<file path="src/rtl/vc_pkg.sv">
// Shared definitions for the vc cache/qspi slice: arbiter state and side
// encodings, plus the line-tag width helper used by icache, dcache and qspi.
package vc_pkg;

  localparam int unsigned STATE_W = 3;

  localparam logic [STATE_W-1:0] ST_IDLE   = 3'd0;
  localparam logic [STATE_W-1:0] ST_I_FILL = 3'd1;
  localparam logic [STATE_W-1:0] ST_D_PUSH = 3'd2;
  localparam logic [STATE_W-1:0] ST_D_PULL = 3'd3;
  localparam logic [STATE_W-1:0] ST_GAP    = 3'd4;

  typedef enum logic [STATE_W-1:0] {
    S_IDLE   = ST_IDLE,
    S_I_FILL = ST_I_FILL,
    S_D_PUSH = ST_D_PUSH,
    S_D_PULL = ST_D_PULL,
    S_GAP    = ST_GAP
  } arb_state_e;

  // Which cache owned the most recent transaction.
  localparam logic SIDE_I = 1'b0;
  localparam logic SIDE_D = 1'b1;

  // Line tag width: address bits above the byte offset within a line.
  function automatic int unsigned tag_width(input int unsigned pa,
                                            input int unsigned line_length);
    return pa - $clog2(line_length);
  endfunction

endpackage

</file>
<file path="src/rtl/mem_arb_wdog.sv">
// Transfer watchdog: counts cycles while enabled, expires on reaching limit.
// Ports:
//   clk, reset  - clock, asynchronous active-high reset
//   clr_i       - restart the count (takes priority over en_i)
//   en_i        - count this cycle
//   limit_i     - cycles allowed before expiry
//   expire_c    - combinational: this cycle's count reaches limit_i
module mem_arb_wdog #(
  parameter int unsigned CW = 8
) (
  input  logic          clk,
  input  logic          reset,
  input  logic          clr_i,
  input  logic          en_i,
  input  logic [CW-1:0] limit_i,
  output logic          expire_c
);

  logic [CW-1:0] cnt_q;
  logic [CW-1:0] cnt_d;

  // Count next-state.
  always_comb begin
    cnt_d = cnt_q;
    if (clr_i) begin
      cnt_d = '0;
    end else if (en_i) begin
      cnt_d = cnt_q + CW'(1);
    end
  end

  always_ff @(posedge clk or posedge reset) begin
    if (reset) begin
      cnt_q <= '0;
    end else begin
      cnt_q <= cnt_d;
    end
  end

  // The owner registers the fault on this edge, limit_i cycles after entry.
  assign expire_c = en_i && !clr_i && (cnt_q == (limit_i - CW'(1)));

endmodule

</file>
<file path="src/rtl/mem_arb.sv">
// Arbitrates the single qspi line-transfer engine between icache fills and
// dcache write-back+fill pairs, steering nibble strobes to the owning cache.
// Ports:
//   clk, reset                 - clock, asynchronous active-high reset
//   i_pull, i_tag              - icache fill request and miss tag
//   i_wstrobe                  - nibble write strobe to icache
//   d_push, d_pull             - dcache write-back / fill requests
//   d_vtag, d_tag              - dcache victim tag (push), miss tag (pull)
//   d_wstrobe, d_rstrobe       - nibble write (fill) / read (push) strobes to dcache
//   i_busy, d_busy             - named cache currently owns qspi
//   q_req, q_i_d, q_write,
//   q_mem, q_tag               - registered transfer command to qspi
//   q_wstrobe, q_rstrobe,
//   q_done                     - qspi nibble strobes and completion pulse
//   fault                      - one-cycle pulse when a transfer hangs
module mem_arb
  import vc_pkg::*;
#(
  parameter int unsigned PA          = 22,
  parameter int unsigned LINE_LENGTH = 4,
  parameter logic [7:0]  RAM_PREFIX  = 8'hFF,
  parameter int unsigned TIMEOUT     = 255
) (
  input  logic                                   clk,
  input  logic                                   reset,
  input  logic                                   i_pull,
  input  logic [tag_width(PA, LINE_LENGTH)-1:0]  i_tag,
  output logic                                   i_wstrobe,
  input  logic                                   d_push,
  input  logic                                   d_pull,
  input  logic [tag_width(PA, LINE_LENGTH)-1:0]  d_vtag,
  input  logic [tag_width(PA, LINE_LENGTH)-1:0]  d_tag,
  output logic                                   d_wstrobe,
  output logic                                   d_rstrobe,
  output logic                                   i_busy,
  output logic                                   d_busy,
  output logic                                   q_req,
  output logic                                   q_i_d,
  output logic                                   q_write,
  output logic                                   q_mem,
  output logic [tag_width(PA, LINE_LENGTH)-1:0]  q_tag,
  input  logic                                   q_wstrobe,
  input  logic                                   q_rstrobe,
  input  logic                                   q_done,
  output logic                                   fault
);

  localparam int unsigned TW = tag_width(PA, LINE_LENGTH);
  localparam int unsigned CW = $clog2(TIMEOUT + 1);

  // Top address byte of a tag selects the RAM chip.
  function automatic logic is_ram(input logic [TW-1:0] tag);
    return tag[TW-1 -: 8] == RAM_PREFIX;
  endfunction

  arb_state_e    state_q, state_d;
  logic          last_grant_q, last_grant_d;
  logic          q_req_q, q_req_d;
  logic          q_i_d_q, q_i_d_d;
  logic          q_write_q, q_write_d;
  logic          q_mem_q, q_mem_d;
  logic [TW-1:0] q_tag_q, q_tag_d;
  logic          i_busy_q, i_busy_d;
  logic          d_busy_q, d_busy_d;
  logic          fault_d, fault_q;
  logic          wd_clr;
  logic          wd_expire;
  logic          end_xfer;
  logic          i_req, d_req;

  assign i_req = i_pull;
  assign d_req = d_push || d_pull;

  mem_arb_wdog #(.CW(CW)) u_wdog (
    .clk      (clk),
    .reset    (reset),
    .clr_i    (wd_clr),
    .en_i     (q_req_q),
    .limit_i  (CW'(TIMEOUT)),
    .expire_c (wd_expire)
  );

  // Arbitration, transfer sequencing and command register next-state.
  always_comb begin
    state_d      = state_q;
    last_grant_d = last_grant_q;
    q_req_d      = q_req_q;
    q_i_d_d      = q_i_d_q;
    q_write_d    = q_write_q;
    q_mem_d      = q_mem_q;
    q_tag_d      = q_tag_q;
    i_busy_d     = i_busy_q;
    d_busy_d     = d_busy_q;
    fault_d      = 1'b0;
    wd_clr       = 1'b0;
    end_xfer     = 1'b0;

    case (state_q)
      S_IDLE: begin
        // On a tie the side that did not go last wins.
        if (i_req && (!d_req || (last_grant_q == SIDE_D))) begin
          state_d   = S_I_FILL;
          q_req_d   = 1'b1;
          q_i_d_d   = 1'b1;
          q_write_d = 1'b0;
          q_tag_d   = i_tag;
          q_mem_d   = is_ram(i_tag);
          i_busy_d  = 1'b1;
          wd_clr    = 1'b1;
        end else if (d_req) begin
          q_req_d  = 1'b1;
          q_i_d_d  = 1'b0;
          d_busy_d = 1'b1;
          wd_clr   = 1'b1;
          if (d_push) begin
            state_d   = S_D_PUSH;
            q_write_d = 1'b1;
            q_tag_d   = d_vtag;
            q_mem_d   = is_ram(d_vtag);
          end else begin
            state_d   = S_D_PULL;
            q_write_d = 1'b0;
            q_tag_d   = d_tag;
            q_mem_d   = is_ram(d_tag);
          end
        end
      end
      S_I_FILL, S_D_PULL: begin
        if (q_done) begin
          end_xfer = 1'b1;
        end else if (wd_expire) begin
          end_xfer = 1'b1;
          fault_d  = 1'b1;
        end
      end
      S_D_PUSH: begin
        // Fill follows the write-back directly unless the pull was withdrawn.
        if (q_done && d_pull) begin
          state_d   = S_D_PULL;
          q_write_d = 1'b0;
          q_tag_d   = d_tag;
          q_mem_d   = is_ram(d_tag);
          wd_clr    = 1'b1;
        end else if (q_done) begin
          end_xfer = 1'b1;
        end else if (wd_expire) begin
          end_xfer = 1'b1;
          fault_d  = 1'b1;
        end
      end
      S_GAP: begin
        state_d = S_IDLE;
      end
      default: begin
        state_d = S_IDLE;
      end
    endcase

    if (end_xfer) begin
      state_d      = S_GAP;
      q_req_d      = 1'b0;
      i_busy_d     = 1'b0;
      d_busy_d     = 1'b0;
      last_grant_d = (state_q == S_I_FILL) ? SIDE_I : SIDE_D;
    end
  end

  always_ff @(posedge clk or posedge reset) begin
    if (reset) begin
      state_q      <= S_IDLE;
      last_grant_q <= SIDE_I;
      q_req_q      <= 1'b0;
      q_i_d_q      <= 1'b0;
      q_write_q    <= 1'b0;
      q_mem_q      <= 1'b0;
      q_tag_q      <= '0;
      i_busy_q     <= 1'b0;
      d_busy_q     <= 1'b0;
      fault_q      <= 1'b0;
    end else begin
      state_q      <= state_d;
      last_grant_q <= last_grant_d;
      q_req_q      <= q_req_d;
      q_i_d_q      <= q_i_d_d;
      q_write_q    <= q_write_d;
      q_mem_q      <= q_mem_d;
      q_tag_q      <= q_tag_d;
      i_busy_q     <= i_busy_d;
      d_busy_q     <= d_busy_d;
      fault_q      <= fault_d;
    end
  end

  assign q_req   = q_req_q;
  assign q_i_d   = q_i_d_q;
  assign q_write = q_write_q;
  assign q_mem   = q_mem_q;
  assign q_tag   = q_tag_q;
  assign i_busy  = i_busy_q;
  assign d_busy  = d_busy_q;
  assign fault   = fault_q;

  // Strobes pass straight through to the owner; in IDLE/GAP they are dropped.
  assign i_wstrobe = (state_q == S_I_FILL) && q_wstrobe;
  assign d_rstrobe = (state_q == S_D_PUSH) && q_rstrobe;
  assign d_wstrobe = (state_q == S_D_PULL) && q_wstrobe;

endmodule

</file>
<file path="config.mk">
export PLATFORM = sky130hd
export DESIGN_NAME = mem_arb
export DESIGN_NICKNAME = d
export VERILOG_FILES = /design/src/rtl/vc_pkg.sv /design/src/rtl/mem_arb_wdog.sv /design/src/rtl/mem_arb.sv
export SDC_FILE = /design/constraint.sdc
export NUM_CORES = 1
export LEC_CHECK = 0
export ABC_AREA = 1
export BUFFER_PORTS_ARGS = -buffer_cell sky130_fd_sc_hd__buf_2
export CORE_MARGIN = 10
export CORE_UTILIZATION = 51
export CTS_CLUSTER_SIZE = 8
export DETAILED_ROUTE_END_ITERATION = 10
export PLACE_DENSITY = 0.81
export SYNTH_ARGS = -nofsm -noshare
export SYNTH_HDL_FRONTEND = slang
export SYNTH_HIERARCHICAL = 1
export SYNTH_SLANG_ARGS = --single-unit
</file>
<file path="constraint.sdc">
create_clock -name clk -period 2.7 [get_ports clk]
set_clock_uncertainty 0.15 [all_clocks]
set_input_delay 0.54 -clock clk [delete_from_list [all_inputs] [get_ports clk]]
set_output_delay 0.54 -clock clk [all_outputs]
set_load 0.02 [all_outputs]
</file>
# After elaboration in Yosys (flattened, before gate mapping)
# Cells that the tools add are included.
classes:
  magnitude_cmp: 0
  bitwise: 0
  mul: 0
  n_eq_ne: 13
  reduce_logical: 26
  div: 0
  shifts: 0
  add_sub_neg: 1
  mux: 47
op_table:
  columns: ["cell", "n"]
  rows:
  - ["2-to-1 mux 20 bit", 4]
  - ["case mux 20 bit (2 select lines)", 1]
  - ["equality test 8 bit, second input constant", 4]
  - ["2-to-1 mux 1 bit", 30]
  - ["2-to-1 mux 8 bit", 2]
  - ["2-to-1 mux 3 bit", 4]
  - ["nonzero test 2 bit", 6]
  - ["case mux 1 bit (2 select lines)", 5]
  - ["case mux 3 bit (3 select lines)", 1]
  - ["AND reduction 3 bit", 3]
  - ["adder 8 x 1 -> 8 bit, second input constant", 1]
  - ["logical AND 1 bit", 7]
  - ["equality test 3 x 2 -> 1 bit, second input constant", 2]
  - ["inequality test 2 bit, second input constant", 3]
  - ["inequality test 3 bit, second input constant", 2]
  - ["AND reduction 2 bit", 3]
  - ["inequality test 4 bit, second input constant", 1]
  - ["equality test 3 x 1 -> 1 bit, second input constant", 1]
  - ["zero test 3 bit", 1]
  - ["nonzero test 3 bit", 1]
  - ["zero test 1 bit", 2]
  - ["logical OR 1 bit", 2]
  - ["OR reduction 2 bit", 1]
word_totals:
  mem_bits_rw: 0
  output_inout_bits: 30
  n_memories: 0
  rom_bits: 0
  latchBits: 0
  regBits: 39

# Logic depth before layout (Yosys ltp)
depth:
  depth_word: 15
  mapped_depth: 19
  depth_no_buf: 18

# Modules after synthesis
# The synthesis kept the hierarchy.
by_module_without_submodules:
  columns: ["mod", "cells_each", "area_each_um2", "instances"]
  rows:
  - ["mem_arb", 341, 2130.8, 1]
  - ["mem_arb_wdog", 107, 681.9, 1]

# Worst setup path before layout
# OpenSTA, ideal clock, no wires.
synth_timing:
  path_kind: "input-to-reg"
  start: "in d_push"
  end: "reg last_grant_q"
  n_path_buf: 2
  stages: 19
  required_ns: 2.474
  slack_ns: 0.244
  setup_time_ns: 0.076
  arrival_time_ns: 2.229
  cell_sequence: "buf_2 > nor2_2 > nand2_1 > nand2_2 > o21ai_4 > buf_4 > nor2_8 > nand3_2 > nor2_2 > nand3_1 > nor2_1 > nand2_1 > nor2_2 > nor2_1 > inv_1 > nand3_2 > inv_1 > nand2_1 > o21ai_1"
synth_via:
  elab_chain_len: 13
synth_lines:
  columns: ["element", "line", "source"]
  rows:
  - ["start: declaration", "mem_arb.sv:29", "input logic d_push,"]
  - ["logical OR 1 bit (*)", "mem_arb.sv:72", "assign d_req = d_push || d_pull;"]
  - ["zero test 1 bit", "mem_arb.sv:101", "if (i_req && (!d_req || (last_grant_q == SIDE_D))) begin"]
  - ["logical OR 1 bit", "mem_arb.sv:101", null]
  - ["logical AND 1 bit", "mem_arb.sv:101", null]
  - ["2-to-1 mux 1 bit (*)", "mem_arb.sv:101", null]
  - ["case mux 1 bit (2 select lines) (*)", "mem_arb.sv:98", "case (state_q)"]
  - ["named net wd_clr", "mem_arb.sv:66", "logic wd_clr;"]
  - ["zero test 1 bit (*)", "mem_arb_wdog.sv:41", "assign expire_c = en_i && !clr_i && (cnt_q == (limit_i - CW'(1)));"]
  - ["logical AND 1 bit (*) (2 in series)", "mem_arb_wdog.sv:41", null]
  - ["named net wd_expire", "mem_arb.sv:67", "logic wd_expire;"]
  - ["2-to-1 mux 1 bit (*)", "mem_arb.sv:131, mem_arb.sv:146", null]
  - ["2-to-1 mux 1 bit (*)", "mem_arb.sv:144", "end else if (q_done) begin"]
  - ["2-to-1 mux 1 bit", "mem_arb.sv:138", "if (q_done && d_pull) begin"]
  - ["case mux 1 bit (2 select lines) (*)", "mem_arb.sv:98", null]
  - ["end signal: assignment", "mem_arb.sv:182", "last_grant_q <= last_grant_d;"]
  - ["end: declaration", "mem_arb.sv:57", "logic last_grant_q, last_grant_d;"]
# Mark *: on every way through the listed nets, which the timed path passes. The rest lies on a longest branch.
# A chain may end at the register's enable or synchronous reset.

# Worst setup path after layout
layout_timing:
  start: "reg state_q[0]"
  end: "reg last_grant_q"
layout_via:
  elab_chain_len: 9
layout_lines:
  columns: ["element", "line", "source"]
  rows:
  - ["start: declaration", "mem_arb.sv:56", "arb_state_e state_q, state_d;"]
  - ["start signal: assignment", "mem_arb.sv:181", "state_q <= state_d;"]
  - ["equality test 3 x 2 -> 1 bit / zero test 3 bit (equally long branches)", "mem_arb.sv:98", null]
  - ["case mux 1 bit (2 select lines) (*)", "mem_arb.sv:98", null]
  - ["zero test 1 bit (*)", "mem_arb_wdog.sv:41", null]
  - ["logical AND 1 bit (*) (2 in series)", "mem_arb_wdog.sv:41", null]
  - ["named net wd_expire", "mem_arb.sv:67", null]
  - ["2-to-1 mux 1 bit (*)", "mem_arb.sv:131, mem_arb.sv:146", null]
  - ["2-to-1 mux 1 bit (*)", "mem_arb.sv:144", null]
  - ["2-to-1 mux 1 bit", "mem_arb.sv:138", null]
  - ["case mux 1 bit (2 select lines) (*)", "mem_arb.sv:98", null]
# Marks and branches as above.

==> summary.md <==
| Metric | Value |
|---|---|
| Status | `finished clean` |
| CP max stage cell | `dfrtp_1` |
| HP Class | `in -> async` |
| CTS tree | `yes` |
| Yosys warnings | `6` |
| Vias per cell | `4.983` |
| Grt ovf | `0` |
| Unrepaired setup endpoints after global routing | `false` |
| First-pass GRT wire length | `14120 um` |
| Setup tns final | `0 ns` |
| Clk slew on worst S/H paths | `0.08 ns` |
| Clock Latency Late Sink | `0.29 ns` |
| Max VDD drop | `0.5969 mV` |
| 1st-iter DRT viols | `192` |
| Die H | `94.27 um` |
| Relative slew slack | `0.5659` |
| Core area | `5238 sq um` |
| Period utilization | `0.8614` |
| Leakage | `2.095 nW` |
| Required time worst endpoint | `2.77 ns` |
| # clock sinks | `39` |
| Rows | `26` |
| # hold bufs at CTS | `0` |
| Residual DRC | `0` |
| # IOs | `98` |
| Final slew viol count | `0` |
| Yosys top cell area share | `0.3470` |
| Cells after synthesis | `448` |
| Crit Path Max Fanout | `6` |
| CP bufs+invs | `4` |
| Final std cells w/o fill | `630` |
| Cell Pwr Density | `911.7 nW/um^2` |
| Largest stage delay, worst path | `0.43 ns` |
| Most used cell, CP | `inv_1` |
| Gr usage total | `0.1948` |
| Layout cells sized above 1 | `0.2286` |
| Final setup violating endpoints | `0` |
| Clock root cell | `clkbuf_8` |
| Syn_area_per_cell | `6.278 sq um` |
| CP top delay family | `simple AND/OR/NAND/NOR gates` |
| Worst Tran Pin Value | `0.6505 ns` |
| Hold Violations, Final | `0` |
| Largest net degree at the start of global routing | `43` |
| Mapped Area | `2813 sq um` |
| Die Wd | `94.27 um` |
| Setup crit end kind | `register` |
| Post-CTS sizing | `0` |
| Hold WS | `0.03862 ns` |
| Period minus WS final | `2.326 ns` |
| Routed via count | `3139` |
| Dpl hpwl | `6656 um` |
| Synth area leader | `dfrtp_1` |
| Initial antenna violation count | `0` |
| Port Buffers | `97` |
| Area growth syn-to-layout | `24.47%` |
| Register area share after synthesis | `0.3470` |
| Layout Nets | `629` |
| Gp weighted congestion | `0.8973` |
| Maxcap violations | `0` |
| N_diodes | `0` |
| Initial core utilization | `0.5370` |
| H-tree Lvls | `2` |
| ANT nets after route | `0` |
| WS Path Type | `reg -> reg` |
| Fmax | `430.0 MHz` |
| Die area | `8886 sq um` |
| Data arrival, critical path | `2.40 ns` |
| Library cells used by synthesis | `32` |
| Post-CTS repair timing setup buffer count | `0` |
| Drt total wl | `8598 um` |
| CP startpoint kind | `register` |
| Placed insts | `622` |
| Tot Pwr | `3.192 mW` |
| Vias in the first global route | `3096` |
| Dominant cells by area after synthesis | `dfrtp_1, nand2_1, nand3_1, inv_1, o21ai_0` |
| Drt first pass iters | `5` |
| Cell Chain, Critical Path | `inv_1, nand3_1, inv_2, nand2_2, o21ai_4, nor2_8, nand3_2, nor2_2, nand3_1, nor2_1, nand2_1, nor2_2, nor2_1, inv_1, nand3_2, inv_1, nand2_1, o21ai_1` |
| Inserted Clock Buffers | `5` |
| Avg WL per Cell | `13.65 um` |
| Synthesized flop and latch total | `39` |
| Bufs on Longest Clock Path | `2` |
per-layer routing:
metal	vias to the layer above	wire, um	GRT usage
met1	1391	3780	0.2442
met5	-	0	0
met2	135	4039	0.3175
met3	16	654	0.05675
met4	0	124	0.05063
li1	1597	-	-
placed cells by master, fill, tap and decap left out, types with 2 or more instances in the layout:
cell | synthesis | layout
buf_4 | 2 | 4
ha_1 | 2 | 2
o21ai_0 | 28 | 28
nor2_2 | 5 | 5
inv_1 | 49 | 49
inv_2 | 5 | 5
nand3_2 | 2 | 2
dfrtp_1 | 39 | 39
xnor2_1 | 3 | 3
a21oi_1 | 6 | 6
clkbuf_8 | 0 | 5
nand2_2 | 2 | 2
nand2_1 | 186 | 186
nand4_1 | 2 | 2
conb_1 | 1 | 20
o21ai_1 | 2 | 2
clkinv_4 | 1 | 2
nand3_1 | 56 | 56
o211ai_1 | 2 | 2
buf_2 | 7 | 97
nand3b_1 | 3 | 3
nor2_1 | 29 | 29
final timing paths:
path,startpoint,endpoint,slack (ns),cells after the start
worst min-delay path,reset,u_wdog/cnt_q[0],0.04,2
min in group clk,q_done,fault,0.30,2
max in group asynchronous,reset,q_mem,1.91,3
worst max-delay path,state_q[0],last_grant_q,0.37,18
worst min register to register,q_tag[2],q_tag[2],0.33,2
worst max register to register,state_q[0],last_grant_q,0.37,18
sequential cells by signal, summed over array words and instances, names as in the netlist:
name          count
q_tag            20
u_wdog/cnt_q      8
state_q           3
d_busy            1
fault             1
i_busy            1
last_grant_q      1
q_i_d             1
q_mem             1
q_req             1
q_write           1
per-stage QoR:
stage                       util  worst slack (ns)  instance area, sq um
after floorplan                -            0.2444                  2884
after detailed placement  0.6469            0.2444                  3388
final                     0.6684            0.3743                  3501
after global placement    0.6469            0.3318                  3388
after CTS                 0.6684            0.3956                  3501
after global routing      0.6684           0.05913                  3501
layout make-up:
class,count,area (sq um)
fill,489,1737
multi-input combinational,357,1598
sequential,39,975.9
timing repair buffer,101,515.5
inverter,55,211.5
tap,70,87.58
clock buffer,5,68.82
clock inverter,3,43.79
report_power, final:
| group | switching [mW] | internal, mW | total [mW] |
|---|---|---|---|
| clock network | 0.223 | 0.275 | 0.499 |
| registers | 0.160 | 0.818 | 0.978 |
| logic | 1.17 | 0.541 | 1.71 |
Yosys cell counts:
| cell | number |
|---|---|
| a21oi_1 | 6 |
| a31oi_1 | 1 |
| buf_2 | 7 |
| buf_4 | 2 |
| buf_6 | 3 |
| clkbuf_1 | 4 |
| clkinv_4 | 1 |
| conb_1 | 1 |
| dfrtp_1 | 39 |
| ha_1 | 2 |
| inv_1 | 49 |
| inv_2 | 5 |
| nand2_1 | 186 |
| nand2_2 | 2 |
| nand2_4 | 1 |
| nand3_1 | 56 |
| nand3_2 | 2 |
| nand3b_1 | 3 |
| nand4_1 | 2 |
| nor2_1 | 29 |
| nor2_2 | 5 |
| nor2_8 | 1 |
| nor3_1 | 1 |
| o211ai_1 | 2 |
| o21a_1 | 1 |
| o21ai_0 | 28 |
| o21ai_1 | 2 |
| o21ai_2 | 1 |
| o21ai_4 | 1 |
| o22ai_1 | 1 |
| xnor2_1 | 3 |
| xor2_1 | 1 |
logic make-up after synthesis:
logic type                 share of synthesized area
and+or+nand+nor                               0.4346
AOI/OAI and AO/OA                            0.08541
other                                       0.001333
DFF                                           0.3470
adders and majority gates                   0.008895
buffers and inverters                         0.1103
xor gates and xnor gates                     0.01246
Note: power is estimated with default switching activity, not from simulation.
